**src/rtl/decode_pkg.sv**
```systemverilog
// Shared definitions for the instruction decode stage.
// Holds the RV32I opcode and funct constants, the control-field encodings
// (ALU operation, ALU operand sources, writeback source), the trap causes,
// and decoded_t: the complete decoded bundle that travels through the
// output and skid registers.
package decode_pkg;

  // Major opcodes (instruction bits [6:0]).
  localparam logic [6:0] OPCODE_LOAD     = 7'b0000011;
  localparam logic [6:0] OPCODE_MISC_MEM = 7'b0001111;
  localparam logic [6:0] OPCODE_OP_IMM   = 7'b0010011;
  localparam logic [6:0] OPCODE_AUIPC    = 7'b0010111;
  localparam logic [6:0] OPCODE_STORE    = 7'b0100011;
  localparam logic [6:0] OPCODE_OP       = 7'b0110011;
  localparam logic [6:0] OPCODE_LUI      = 7'b0110111;
  localparam logic [6:0] OPCODE_BRANCH   = 7'b1100011;
  localparam logic [6:0] OPCODE_JALR     = 7'b1100111;
  localparam logic [6:0] OPCODE_JAL      = 7'b1101111;
  localparam logic [6:0] OPCODE_SYSTEM   = 7'b1110011;

  // funct7 values recognised on the OP opcode.
  localparam logic [6:0] FUNCT7_BASE   = 7'b0000000;
  localparam logic [6:0] FUNCT7_ALT    = 7'b0100000;
  localparam logic [6:0] FUNCT7_MULDIV = 7'b0000001;

  // SYSTEM funct3 values that are never CSR accesses.
  localparam logic [2:0] SYSTEM_FUNCT_PRIV = 3'b000;
  localparam logic [2:0] SYSTEM_FUNCT_RSVD = 3'b100;

  localparam logic [31:0] INSTR_ECALL  = 32'h0000_0073;
  localparam logic [31:0] INSTR_EBREAK = 32'h0010_0073;

  // ALU operations share the RV32I funct3 encoding, so OP/OP_IMM pass
  // funct3 straight through; everything else uses ADD.
  localparam logic [2:0] ALUOP_ADD = 3'b000;
  localparam logic [2:0] ALUOP_SR  = 3'b101;

  localparam logic [1:0] ALUSRC1_RS1  = 2'd0;
  localparam logic [1:0] ALUSRC1_PC   = 2'd1;
  localparam logic [1:0] ALUSRC1_ZERO = 2'd2;
  localparam logic [1:0] ALUSRC2_RS2  = 2'd0;
  localparam logic [1:0] ALUSRC2_IMM  = 2'd1;
  localparam logic [1:0] ALUSRC2_FOUR = 2'd2;

  localparam logic [1:0] WBSRC_ALU = 2'd0;
  localparam logic [1:0] WBSRC_MEM = 2'd1;
  localparam logic [1:0] WBSRC_CSR = 2'd2;

  localparam logic [3:0] TRAP_CAUSE_ILLEGAL    = 4'd2;
  localparam logic [3:0] TRAP_CAUSE_BREAKPOINT = 4'd3;
  localparam logic [3:0] TRAP_CAUSE_ECALL_M    = 4'd11;

  typedef struct packed {
    logic [31:0] imm;
    logic [4:0]  rd;
    logic [4:0]  rs1;
    logic [4:0]  rs2;
    logic        branch;
    logic        jump;
    logic        jalr;
    logic        reg_write;
    logic        mem_write;
    logic        mem_read;
    logic [1:0]  alu_src1;
    logic [1:0]  alu_src2;
    logic [1:0]  wb_src;
    logic [2:0]  funct;
    logic [2:0]  alu_op;
    logic        alu_op_alt;
    logic        mul_div;
    logic [11:0] csr_num;
    logic        csr_read;
    logic        csr_write;
    logic        trap;
    logic [3:0]  trap_cause;
    logic [31:0] trap_value;
  } decoded_t;

endpackage

```
**src/rtl/decode_if.sv**
```systemverilog
// Fetch -> decode -> execute handshake bundle.
//   i_Valid/o_Ready/i_InstructionWord/i_PC : fetch side (valid/ready)
//   o_Valid/i_Ready/o_PC/o_Decoded         : execute side (valid/ready)
// slave  : the decode stage itself
// master : the surrounding pipeline (fetch producer + execute consumer)
interface decode_if #(parameter int PC_WIDTH = 32);
  import decode_pkg::*;

  logic                i_Valid;
  logic                o_Ready;
  logic [31:0]         i_InstructionWord;
  logic [PC_WIDTH-1:0] i_PC;
  logic                o_Valid;
  logic                i_Ready;
  logic [PC_WIDTH-1:0] o_PC;
  decoded_t            o_Decoded;

  modport slave (
    input  i_Valid, i_InstructionWord, i_PC, i_Ready,
    output o_Ready, o_Valid, o_PC, o_Decoded
  );

  modport master (
    output i_Valid, i_InstructionWord, i_PC, i_Ready,
    input  o_Ready, o_Valid, o_PC, o_Decoded
  );
endinterface

```
**src/rtl/decode_logic.sv**
```systemverilog
// Purely combinational RV32I(+M, +Zicsr) decoder: instruction word -> decoded_t.
//   instr_i : 32-bit instruction word
//   dec_o   : decoded bundle, including trap flag/cause/value
// ENABLE_M     : OP funct7=0000001 decodes as MUL/DIV instead of trapping.
// ENABLE_ZICSR : CSR instructions are legal instead of trapping.
module decode_logic
  import decode_pkg::*;
#(
  parameter bit ENABLE_M     = 1'b0,
  parameter bit ENABLE_ZICSR = 1'b1
) (
  input  logic [31:0] instr_i,
  output decoded_t    dec_o
);

  logic [6:0]  opcode;
  logic [6:0]  funct7;
  logic [2:0]  funct3;
  logic [31:0] imm_i, imm_s, imm_b, imm_u, imm_j;
  logic        illegal;
  decoded_t    dec;

  assign opcode = instr_i[6:0];
  assign funct3 = instr_i[14:12];
  assign funct7 = instr_i[31:25];

  assign imm_i = {{20{instr_i[31]}}, instr_i[31:20]};
  assign imm_s = {{20{instr_i[31]}}, instr_i[31:25], instr_i[11:7]};
  assign imm_b = {{19{instr_i[31]}}, instr_i[31], instr_i[7], instr_i[30:25], instr_i[11:8], 1'b0};
  assign imm_u = {instr_i[31:12], 12'b0};
  assign imm_j = {{11{instr_i[31]}}, instr_i[31], instr_i[19:12], instr_i[20], instr_i[30:21], 1'b0};

  always_comb begin
    // NOTE: every field gets a default before the case so no path leaves a
    // value unassigned, which would otherwise infer a latch.
    dec        = '0;
    illegal    = 1'b0;
    dec.rd     = instr_i[11:7];
    dec.rs1    = instr_i[19:15];
    dec.rs2    = instr_i[24:20];
    dec.funct  = funct3;

    if (instr_i[1:0] != 2'b11) begin
      illegal = 1'b1;
    end else begin
      case (opcode)
        OPCODE_OP_IMM: begin
          dec.reg_write  = 1'b1;
          dec.alu_src2   = ALUSRC2_IMM;
          dec.alu_op     = funct3;
          // Bit 30 only selects SRAI; on other OP_IMM ops it is immediate data.
          dec.alu_op_alt = (funct3 == ALUOP_SR) && instr_i[30];
          dec.imm        = imm_i;
        end
        OPCODE_OP: begin
          if (funct7 == FUNCT7_BASE) begin
            dec.reg_write = 1'b1;
            dec.alu_op    = funct3;
          end else if (funct7 == FUNCT7_ALT && (funct3 == ALUOP_ADD || funct3 == ALUOP_SR)) begin
            dec.reg_write  = 1'b1;
            dec.alu_op     = funct3;
            dec.alu_op_alt = 1'b1;
          end else if (funct7 == FUNCT7_MULDIV && ENABLE_M) begin
            dec.reg_write = 1'b1;
            dec.mul_div   = 1'b1;
          end else begin
            illegal = 1'b1;
          end
        end
        OPCODE_LOAD: begin
          dec.reg_write = 1'b1;
          dec.mem_read  = 1'b1;
          dec.alu_src2  = ALUSRC2_IMM;
          dec.wb_src    = WBSRC_MEM;
          dec.imm       = imm_i;
        end
        OPCODE_STORE: begin
          dec.mem_write = 1'b1;
          dec.alu_src2  = ALUSRC2_IMM;
          dec.imm       = imm_s;
        end
        OPCODE_BRANCH: begin
          dec.branch     = 1'b1;
          dec.alu_op_alt = 1'b1;   // compare by subtraction
          dec.imm        = imm_b;
        end
        OPCODE_JAL: begin
          dec.jump      = 1'b1;
          dec.reg_write = 1'b1;
          dec.alu_src1  = ALUSRC1_PC;
          dec.alu_src2  = ALUSRC2_FOUR;
          dec.imm       = imm_j;
        end
        OPCODE_JALR: begin
          dec.jump      = 1'b1;
          dec.jalr      = 1'b1;
          dec.reg_write = 1'b1;
          dec.alu_src1  = ALUSRC1_PC;
          dec.alu_src2  = ALUSRC2_FOUR;
          dec.imm       = imm_i;
        end
        OPCODE_LUI: begin
          dec.reg_write = 1'b1;
          dec.alu_src1  = ALUSRC1_ZERO;
          dec.alu_src2  = ALUSRC2_IMM;
          dec.imm       = imm_u;
        end
        OPCODE_AUIPC: begin
          dec.reg_write = 1'b1;
          dec.alu_src1  = ALUSRC1_PC;
          dec.alu_src2  = ALUSRC2_IMM;
          dec.imm       = imm_u;
        end
        OPCODE_MISC_MEM: begin
          // FENCE: no effect in this in-order pipeline, decodes as a no-op.
        end
        OPCODE_SYSTEM: begin
          if (funct3 == SYSTEM_FUNCT_PRIV) begin
            if (instr_i == INSTR_ECALL) begin
              dec.trap       = 1'b1;
              dec.trap_cause = TRAP_CAUSE_ECALL_M;
            end else if (instr_i == INSTR_EBREAK) begin
              dec.trap       = 1'b1;
              dec.trap_cause = TRAP_CAUSE_BREAKPOINT;
            end else begin
              illegal = 1'b1;
            end
          end else if (funct3 == SYSTEM_FUNCT_RSVD || !ENABLE_ZICSR) begin
            illegal = 1'b1;
          end else begin
            dec.csr_num = instr_i[31:20];
            dec.imm     = {27'b0, instr_i[19:15]};
            dec.wb_src  = WBSRC_CSR;
            if (funct3[1:0] == 2'b01) begin
              // CSRRW[I]: skip the read side-effect when rd is x0.
              dec.csr_read  = (instr_i[11:7] != 5'd0);
              dec.csr_write = 1'b1;
            end else begin
              // CSRRS/C[I]: a zero mask means no write side-effect.
              dec.csr_read  = 1'b1;
              dec.csr_write = (instr_i[19:15] != 5'd0);
            end
            dec.reg_write = dec.csr_read;
          end
        end
        default: illegal = 1'b1;
      endcase
    end

    if (illegal) begin
      dec.trap       = 1'b1;
      dec.trap_cause = TRAP_CAUSE_ILLEGAL;
      dec.trap_value = instr_i;
    end

    // A trapping instruction must not have any architectural side effect.
    if (dec.trap) begin
      dec.branch    = 1'b0;
      dec.jump      = 1'b0;
      dec.reg_write = 1'b0;
      dec.mem_write = 1'b0;
      dec.mem_read  = 1'b0;
      dec.csr_read  = 1'b0;
      dec.csr_write = 1'b0;
      dec.mul_div   = 1'b0;
    end
  end

  assign dec_o = dec;

endmodule

```
**src/rtl/decode_stage.sv**
```systemverilog
// Registered ID stage with valid/ready on both sides and a 2-entry skid.
//   i_Clock, i_Reset (synchronous, active-high), i_Flush (drop everything)
//   bus : decode_if.slave -- fetch word/PC in, decoded bundle/PC out
// Decode happens before the registers, so the output and skid entries hold
// decoded_t. o_Ready comes straight from the skid-valid flop, so there is no
// combinational path from i_Ready to o_Ready.
module decode_stage
  import decode_pkg::*;
#(
  parameter int PC_WIDTH     = 32,
  parameter bit ENABLE_M     = 1'b0,
  parameter bit ENABLE_ZICSR = 1'b1
) (
  input  logic     i_Clock,
  input  logic     i_Reset,
  input  logic     i_Flush,
  decode_if.slave  bus
);

  decoded_t            in_dec;
  logic                accept, out_free;

  logic                out_valid_q, out_valid_d;
  logic [PC_WIDTH-1:0] out_pc_q,    out_pc_d;
  decoded_t            out_dec_q,   out_dec_d;
  logic                skid_valid_q, skid_valid_d;
  logic [PC_WIDTH-1:0] skid_pc_q,    skid_pc_d;
  decoded_t            skid_dec_q,   skid_dec_d;

  decode_logic #(
    .ENABLE_M     (ENABLE_M),
    .ENABLE_ZICSR (ENABLE_ZICSR)
  ) u_decode_logic (
    .instr_i (bus.i_InstructionWord),
    .dec_o   (in_dec)
  );

  assign accept   = bus.i_Valid && !skid_valid_q;
  // Output register can take a new entry when empty or being drained this cycle.
  assign out_free = !out_valid_q || bus.i_Ready;

  always_comb begin
    out_valid_d  = out_valid_q;
    out_pc_d     = out_pc_q;
    out_dec_d    = out_dec_q;
    skid_valid_d = skid_valid_q;
    skid_pc_d    = skid_pc_q;
    skid_dec_d   = skid_dec_q;

    if (i_Flush) begin
      out_valid_d  = 1'b0;
      skid_valid_d = 1'b0;
    end else if (out_free) begin
      if (skid_valid_q) begin
        // Older skid entry goes first; o_Ready was low, so nothing new arrives.
        out_valid_d  = 1'b1;
        out_pc_d     = skid_pc_q;
        out_dec_d    = skid_dec_q;
        skid_valid_d = 1'b0;
      end else begin
        out_valid_d = accept;
        if (accept) begin
          out_pc_d  = bus.i_PC;
          out_dec_d = in_dec;
        end
      end
    end else if (accept) begin
      skid_valid_d = 1'b1;
      skid_pc_d    = bus.i_PC;
      skid_dec_d   = in_dec;
    end
  end

  always_ff @(posedge i_Clock) begin
    // NOTE: state flops use non-blocking assignments so every register
    // samples its _d value from before this edge.
    if (i_Reset) begin
      out_valid_q  <= 1'b0;
      out_pc_q     <= '0;
      out_dec_q    <= '0;
      skid_valid_q <= 1'b0;
      skid_pc_q    <= '0;
      skid_dec_q   <= '0;
    end else begin
      out_valid_q  <= out_valid_d;
      out_pc_q     <= out_pc_d;
      out_dec_q    <= out_dec_d;
      skid_valid_q <= skid_valid_d;
      skid_pc_q    <= skid_pc_d;
      skid_dec_q   <= skid_dec_d;
    end
  end

  assign bus.o_Ready   = !skid_valid_q;
  assign bus.o_Valid   = out_valid_q;
  assign bus.o_PC      = out_pc_q;
  assign bus.o_Decoded = out_dec_q;

endmodule
```
**src/flat_wrapper.sv**
```systemverilog
// flat-port wrapper written by rule: the top's interface ports become plain ports
module decode_stage_flat import decode_pkg::*;
#(
  parameter int PC_WIDTH     = 32,
  parameter bit ENABLE_M     = 1'b0,
  parameter bit ENABLE_ZICSR = 1'b1
)
  (i_Clock, i_Reset, i_Flush, bus_i_Valid, bus_i_InstructionWord, bus_i_PC, bus_i_Ready, bus_o_Ready, bus_o_Valid, bus_o_PC, bus_o_Decoded);
  decode_if #(.PC_WIDTH(PC_WIDTH)) bus_i ();
  input  logic i_Clock;
  input  logic i_Reset;
  input  logic i_Flush;
  input wire logic [$bits(bus_i.i_Valid)-1:0] bus_i_Valid;
  input wire logic [$bits(bus_i.i_InstructionWord)-1:0] bus_i_InstructionWord;
  input wire logic [$bits(bus_i.i_PC)-1:0] bus_i_PC;
  input wire logic [$bits(bus_i.i_Ready)-1:0] bus_i_Ready;
  output wire logic [$bits(bus_i.o_Ready)-1:0] bus_o_Ready;
  output wire logic [$bits(bus_i.o_Valid)-1:0] bus_o_Valid;
  output wire logic [$bits(bus_i.o_PC)-1:0] bus_o_PC;
  output wire logic [$bits(bus_i.o_Decoded)-1:0] bus_o_Decoded;
  assign bus_i.i_Valid = bus_i_Valid;
  assign bus_i.i_InstructionWord = bus_i_InstructionWord;
  assign bus_i.i_PC = bus_i_PC;
  assign bus_i.i_Ready = bus_i_Ready;
  assign bus_o_Ready = bus_i.o_Ready;
  assign bus_o_Valid = bus_i.o_Valid;
  assign bus_o_PC = bus_i.o_PC;
  assign bus_o_Decoded = bus_i.o_Decoded;
  decode_stage #(.PC_WIDTH(PC_WIDTH), .ENABLE_M(ENABLE_M), .ENABLE_ZICSR(ENABLE_ZICSR)) u_core (.i_Clock(i_Clock), .i_Reset(i_Reset), .i_Flush(i_Flush), .bus(bus_i));
endmodule
```
**config.mk**
```make
export PLATFORM = sky130hd
export DESIGN_NAME = decode_stage_flat
export DESIGN_NICKNAME = d
export VERILOG_FILES = /design/src/rtl/decode_pkg.sv /design/src/rtl/decode_if.sv /design/src/rtl/decode_logic.sv /design/src/rtl/decode_stage.sv /design/src/flat_wrapper.sv
export SDC_FILE = /design/constraint.sdc
export NUM_CORES = 1
export LEC_CHECK = 0
export BUFFER_PORTS_ARGS = -buffer_cell sky130_fd_sc_hd__buf_2
export CORE_UTILIZATION = 51
export DETAILED_ROUTE_END_ITERATION = 7
export GPL_ROUTABILITY_DRIVEN = 0
export GPL_TIMING_DRIVEN = 1
export PLACE_DENSITY = 0.75
export SLEW_MARGIN = 20
export SYNTH_ARGS = -nofsm -noshare
export SYNTH_HDL_FRONTEND = slang
export SYNTH_SLANG_ARGS = --single-unit
```
**constraint.sdc**
```tcl
create_clock -name i_Clock -period 1.95 [get_ports i_Clock]
set_clock_uncertainty 0.1 [all_clocks]
set_input_delay 0.2925 -clock i_Clock [delete_from_list [all_inputs] [get_ports i_Clock]]
set_output_delay 0.2925 -clock i_Clock [all_outputs]
set_load 0.01 [all_outputs]
```
Yosys cells after proc, flatten, opt, wreduce, memory -nomap -nowiden
Index checks and enable logic that the tools add are counted.
{"block": "totals", "regBits": 301, "input_bits": 69, "out_inout_bits": 152, "wordCells": 143}
{"block": "classes", "n_bitwise": 2, "n_reduce_logical": 23, "muxes": 51, "n_eq_ne": 18}
{"cell": "118-bit two-way mux", "n": 2}
{"cell": "32-bit one-hot mux with 6 select lines", "n": 1}
{"cell": "32-bit two-way mux", "n": 3}
{"cell": "19-bit two-way mux", "n": 2}
{"cell": "37-bit two-way mux", "n": 1}
{"cell": "32-bit by 21-bit == test with 1-bit output, second input constant", "n": 1}
{"cell": "32-bit by 7-bit == test with 1-bit output, second input constant", "n": 1}
{"cell": "7-bit by 6-bit == test with 1-bit output, second input constant", "n": 4}
{"cell": "7-bit == test, second input constant", "n": 4}
{"cell": "14-bit two-way mux", "n": 2}
{"cell": "5-bit two-way mux", "n": 5}
{"cell": "1-bit two-way mux", "n": 18}
{"cell": "7-bit by 5-bit == test with 1-bit output, second input constant", "n": 2}
{"cell": "12-bit two-way mux", "n": 1}
{"cell": "2-bit one-hot mux with 2 select lines", "n": 3}
{"cell": "2-bit two-way mux", "n": 5}
{"cell": "5-bit nonzero test", "n": 2}
{"cell": "1-bit one-hot mux with 3 select lines", "n": 3}
{"cell": "3-bit OR reduction", "n": 3}
{"cell": "9-bit OR reduction", "n": 1}
{"cell": "4-bit two-way mux", "n": 2}
{"cell": "7-bit by 2-bit == test with 1-bit output, second input constant", "n": 1}
{"cell": "7-bit by 4-bit == test with 1-bit output, second input constant", "n": 1}
{"cell": "7-bit zero test", "n": 1}
{"cell": "other kinds (15)", "n": 25}

Depth between registers and ports, before layout
{"block": "logic_depth", "ltp_word": 11, "mapped_depth": 8, "mapped_depth_nobuf": 5}

Cells and area by module
Synthesis repeated with hierarchy kept, for this count alone.
{"block": "hier_totals", "hier_cells": 1590, "hier_area_um2": 15576.2}
{"mod": "decode_stage", "cells_per_inst": 1345, "seq_area_each_um2": 6045.8, "area_per_inst_um2": 14082.3, "instances": 1}
{"mod": "decode_logic", "cells_per_inst": 245, "seq_area_each_um2": 0.0, "area_per_inst_um2": 1493.9, "instances": 1}

Least setup slack after synthesis
Ideal clock, no wire load.
{"block": "synth_timing", "path_type": "input port to flip-flop", "start": "input port bus_i_InstructionWord[16]", "end": "register u_core.out_dec_q (netlist bit u_core.bus.o_Decoded[35])", "setup_ns": 0.070, "path_stages": 7, "path_buffers": 2, "required_ns": 1.780, "arrival_time_ns": 1.866, "setup_slack_ns": -0.086, "cell_sequence": "buf_4 nor4_4 nand4_1 or3_1 buf_2 or4_1 a21oi_1"}
{"block": "synth_via", "elab_chain_len": 9, "word_cells_on_any_way": 14, "classes_between": "eq/ne: 2; mux: 12"}
{"item": "start: declaration", "line": "flat_wrapper.sv:14", "text": "input wire logic [$bits(bus_i.i_InstructionWord)-1:0] bus_i_InstructionWord;"}
{"item": "32-bit by 21-bit == test with 1-bit output", "line": "decode_logic.sv:122", "text": "end else if (instr_i == INSTR_EBREAK) begin"}
{"item": "1-bit two-way mux", "line": "decode_logic.sv:122"}
{"item": "1-bit two-way mux", "line": "decode_logic.sv:119", "text": "if (instr_i == INSTR_ECALL) begin"}
{"item": "1-bit two-way mux", "line": "decode_logic.sv:118", "text": "if (funct3 == SYSTEM_FUNCT_PRIV) begin"}
{"item": "1-bit one-hot mux with 3 select lines", "line": "decode_logic.sv:46", "text": "case (opcode)"}
{"item": "1-bit two-way mux", "line": "decode_logic.sv:43", "text": "if (instr_i[1:0] != 2'b11) begin"}
{"item": "37-bit two-way mux (*)", "line": "decode_logic.sv:150", "text": "if (illegal) begin"}
{"item": "118-bit two-way mux (*)", "line": "decode_stage.sv:62", "text": "if (accept) begin"}
{"item": "118-bit two-way mux (*)", "line": "decode_stage.sv:54", "text": "if (skid_valid_q) begin"}
{"item": "end signal: assignment", "line": "decode_stage.sv:87", "text": "out_dec_q <= out_dec_d;"}
{"item": "end: declaration", "line": "decode_stage.sv:25", "text": "decoded_t out_dec_q, out_dec_d;"}
Mark *: on every way between the ends. The rest lies on a longest branch, timed or not. The select of a mux whose other input is x is not followed.
A chain may end at the register's enable or synchronous reset.

Final worst setup path
{"block": "layout_timing", "start": "input port i_Flush", "end": "register u_core.skid_dec_q[102] in the netlist's numbering"}
{"block": "layout_via", "elab_chain_len": 2}
{"item": "start: declaration", "line": "flat_wrapper.sv:12", "text": "input logic i_Flush;"}
{"item": "1-bit NOT (no source line)"}
{"item": "3-bit AND reduction (no source line)"}
{"item": "end signal: assignment", "line": "decode_stage.sv:90", "text": "skid_dec_q <= skid_dec_d;"}
{"item": "end: declaration", "line": "decode_stage.sv:28", "text": "decoded_t skid_dec_q, skid_dec_d;"}
No other way between the ends.

==> impl_metrics.yaml <==
synth:
  synth_top_area_share: 0.450
  netlist_area_um2: 13200
  yosysTopAreaCell: "dfxtp_1"
  synth_area_leaders: "dfxtp_1 45%, nand2_1 5.9%, a21oi_1 5.8%"
  synthArstFlopShare: 0
  synth_cell_type_count: 64
  syn_avg_cell_area_um2: 8.15
  synth_most_common_cell: "dfxtp_1"
  ys_warn_count: 0
  synth_edf_count: 0
  yosysSeqAreaShare: 0.450
  syn_inst: 1617
  synth_common_cells: "296 x dfxtp_1, 206 x nand2_1, 153 x a21oi_1, 153 x clkbuf_1, 130 x nor2_1"
  synthFlopType: "dfxtp_1"
  ys_seq_elements: 296
sta:
  finalSetupViolations: 0
  drv_slew: 0
  fin_crit_ns: 1.93
  rsz0062_at_grt: "no"
  finalHoldViolCount: 0
  relSlewSlack: 0.571
  worstMarginPinSlew_ns: 0.643
  setup_ws_ns: 0.0250
  fmax_mhz: 519
  timing.final.crit_share: 0.987
clock_tree:
  cts.sinks: 296
  clock_latency_ns: 0.56
  numCtsBuffers: 30
  path_clk_slew_ns: 0.07
  cts_buffer_depth: 3
  cts_tree: "built"
  cts_root_buffer: "clkbuf_16"
  htreeDepth: 1
setup_path:
  cp_max_fo: 8
  r2r-end: "u_core.bus.o_Decoded[3]$_SDFFE_PP0P_"
  worstReg2RegStart: "u_core.skid_valid_q$_SDFFE_PP0P_"
  cp-startpoint: "i_Flush"
  worstPathRequired_ns: 2.26
  crit_end: "u_core.skid_dec_q[102]$_SDFFE_PP0P_"
  regToRegSetupSlack_ns: 0.04
  r2r.worst_path.cells: 7
  endpoint_kind: "flop"
  arrival_ns: 2.23
  critPathLaunchType: "input pin"
  path_class: "input pin to flop"
final_layout:
  drive_gt1_frac: 0.243
  nets: 1943
  design_area_um2: 17200
  areaGrowthSynthToFinish_pct: 30.6
floorplan:
  rows: 58
  dieWidth_um: 163
  io_pins: 221
  core_area_um2: 25300
  dieArea_um2: 26500
  start_util: 0.522
  fp.dieH_um: 163
power_and_ir_drop:
  powerDensity_nw_per_um2: 832
  p_leak_nw: 6.87
  ir_drop_mv: 0.828
route:
  detail-route-antenna-nets: 0
  wl_per_cell_um: 20.0
  vias_per_cell: 6.24
  wl_um: 44600
  drt_iter0_drc: 1776
  vias: 13900
  drc: 0
  first_pass_iters: 6
placed_design:
  dpl_cell_area_um2: 15500
  io_buffers: 218
  pre_cts_slack_ns: -0.552
  dp_hpwl_um: 27500
global_routing:
  overflow: 0
  grt_max_degree: 87
  grt_antenna_before_repair: 2
  track_usage: 0.315
  grt_first_pass_wirelength_um: 67400
  grt_pass1_vias: 12800
run_status:
  status: "complete, no violations"
run:
  max_cap_violations: 0
worst_hold_path:
  hp-class: "input pin to flop"
kinds of logic (layout without fill, tap and decap cells):
| family | after synthesis | in the layout | share of synthesized area |
|---|---|---|---|
| compound gates | 448 | 448 | 0.223 |
| mux | 54 | 54 | 0.0411 |
| buf+inv | 201 | 479 | 0.0619 |
| simple gates | 615 | 615 | 0.222 |
| xor+xnor | 2 | 2 | 0.00133 |
| other cells | 1 | 3 | 0.000285 |
| flops | 296 | 296 | 0.450 |
report_power, final:
group	switching [W]	total [W]	internal (W)
Clock	0.00244	0.00632	0.00388
Combinational	0.000982	0.00163	0.000653
Sequential	0.000120	0.00637	0.00625
critical path: stages:
cell	delay (ns)
buf_2	0.12
dlygate4sd3_1	0.55
buf_4	0.17
or3_4	0.43
nor2_1	0.51
a21oi_1	0.15
state kept, by name, indices dropped and copies added (netlist names):
| register | cells |
|---|---|
| u_core.bus.o_Decoded | 115 |
| u_core.skid_dec_q | 115 |
| u_core.bus.o_PC | 32 |
| u_core.skid_pc_q | 32 |
| u_core.bus.o_Valid | 1 |
| u_core.skid_valid_q | 1 |
cell usage in the layout (no fill, tap or decap), types with 7 or more instances in the layout:
cell	count
and2_1	12
clkbuf_8	7
or3_1	10
buf_4	130
and3_1	42
a211o_1	11
a311oi_1	8
nor3_1	43
a32o_1	12
a31oi_1	9
nand3_1	64
nand2_1	205
dfxtp_1	295
o21ai_0	54
nand4_1	64
a211oi_1	71
buf_2	216
a221oi_1	18
buf_12	27
nor2_1	126
o211ai_1	74
clkbuf_16	34
a21oi_1	152
dlygate4sd3_1	35
a32oi_1	10
mux2i_1	53
cell type report:
class | count | area (µm²)
inverter | 5 | 22.5
sequential | 296 | 5930
tap | 330 | 413
clock inverter | 12 | 221
fill | 2018 | 8040
antenna | 1 | 2.50
timing repair buffer | 420 | 3220
clock buffer | 42 | 866
multi-input combinational | 1121 | 6540
routing by layer:
layer  vias up  part of all wire  GRT usage
met3       137             0.094     0.0435
met4         0             0.042      0.133
met5         -                 0          0
met1      6635              0.40      0.421
li1       6379                 -          -
met2       749              0.46      0.508
worst min path at each step:
stage	end	slack, ns	from	depth (start not counted)
floorplan	u_core.bus.o_Valid$_SDFFE_PP0P_	0.27	i_Flush	1
global placement	u_core.bus.o_Decoded[100]$_SDFFE_PP0P_	0.34	u_core.bus.o_Decoded[100]$_SDFFE_PP0P_	2
detailed placement	u_core.bus.o_Decoded[103]$_SDFFE_PP0P_	0.34	u_core.bus.o_Decoded[103]$_SDFFE_PP0P_	2
CTS	u_core.skid_dec_q[39]$_SDFFE_PP0P_	0.02	bus_i_InstructionWord[20]	3
global route	u_core.skid_dec_q[54]$_SDFFE_PP0P_	0.06	bus_i_InstructionWord[13]	4
finish	u_core.skid_dec_q[39]$_SDFFE_PP0P_	0.06	bus_i_InstructionWord[20]	3
stage by stage:
step / util / setup TNS (ns) / hold slack [ns] / power (W) / std cells
after floorplan: - / -0.000820 / 0.271 / 0.00729 / 1618
after global placement: 0.613 / -11.06 / 0.335 / 0.00798 / 2125
after detailed placement: 0.613 / -13.36 / 0.342 / 0.00801 / 2125
after CTS: 0.674 / 0 / 0.0173 / 0.0143 / 2218
after global routing: 0.682 / 0 / 0.0635 / 0.0147 / 2227
final: 0.682 / 0 / 0.0632 / 0.0143 / 2227
repair_timing:
| item | 4_1_cts | 5_1_grt |
|---|---|---|
| endpoints found under the hold margin | 61 | 0 |
| cloned | 2 | 4 |
| pin swaps | 0 | 2 |
| setup buffers | 2 | 4 |
| gates resized for setup | 6 | 17 |
| endpoints found under the setup margin | 1 | 84 |
| hold buffers | 35 | 0 |
Power figures use the tool's default switching activity.
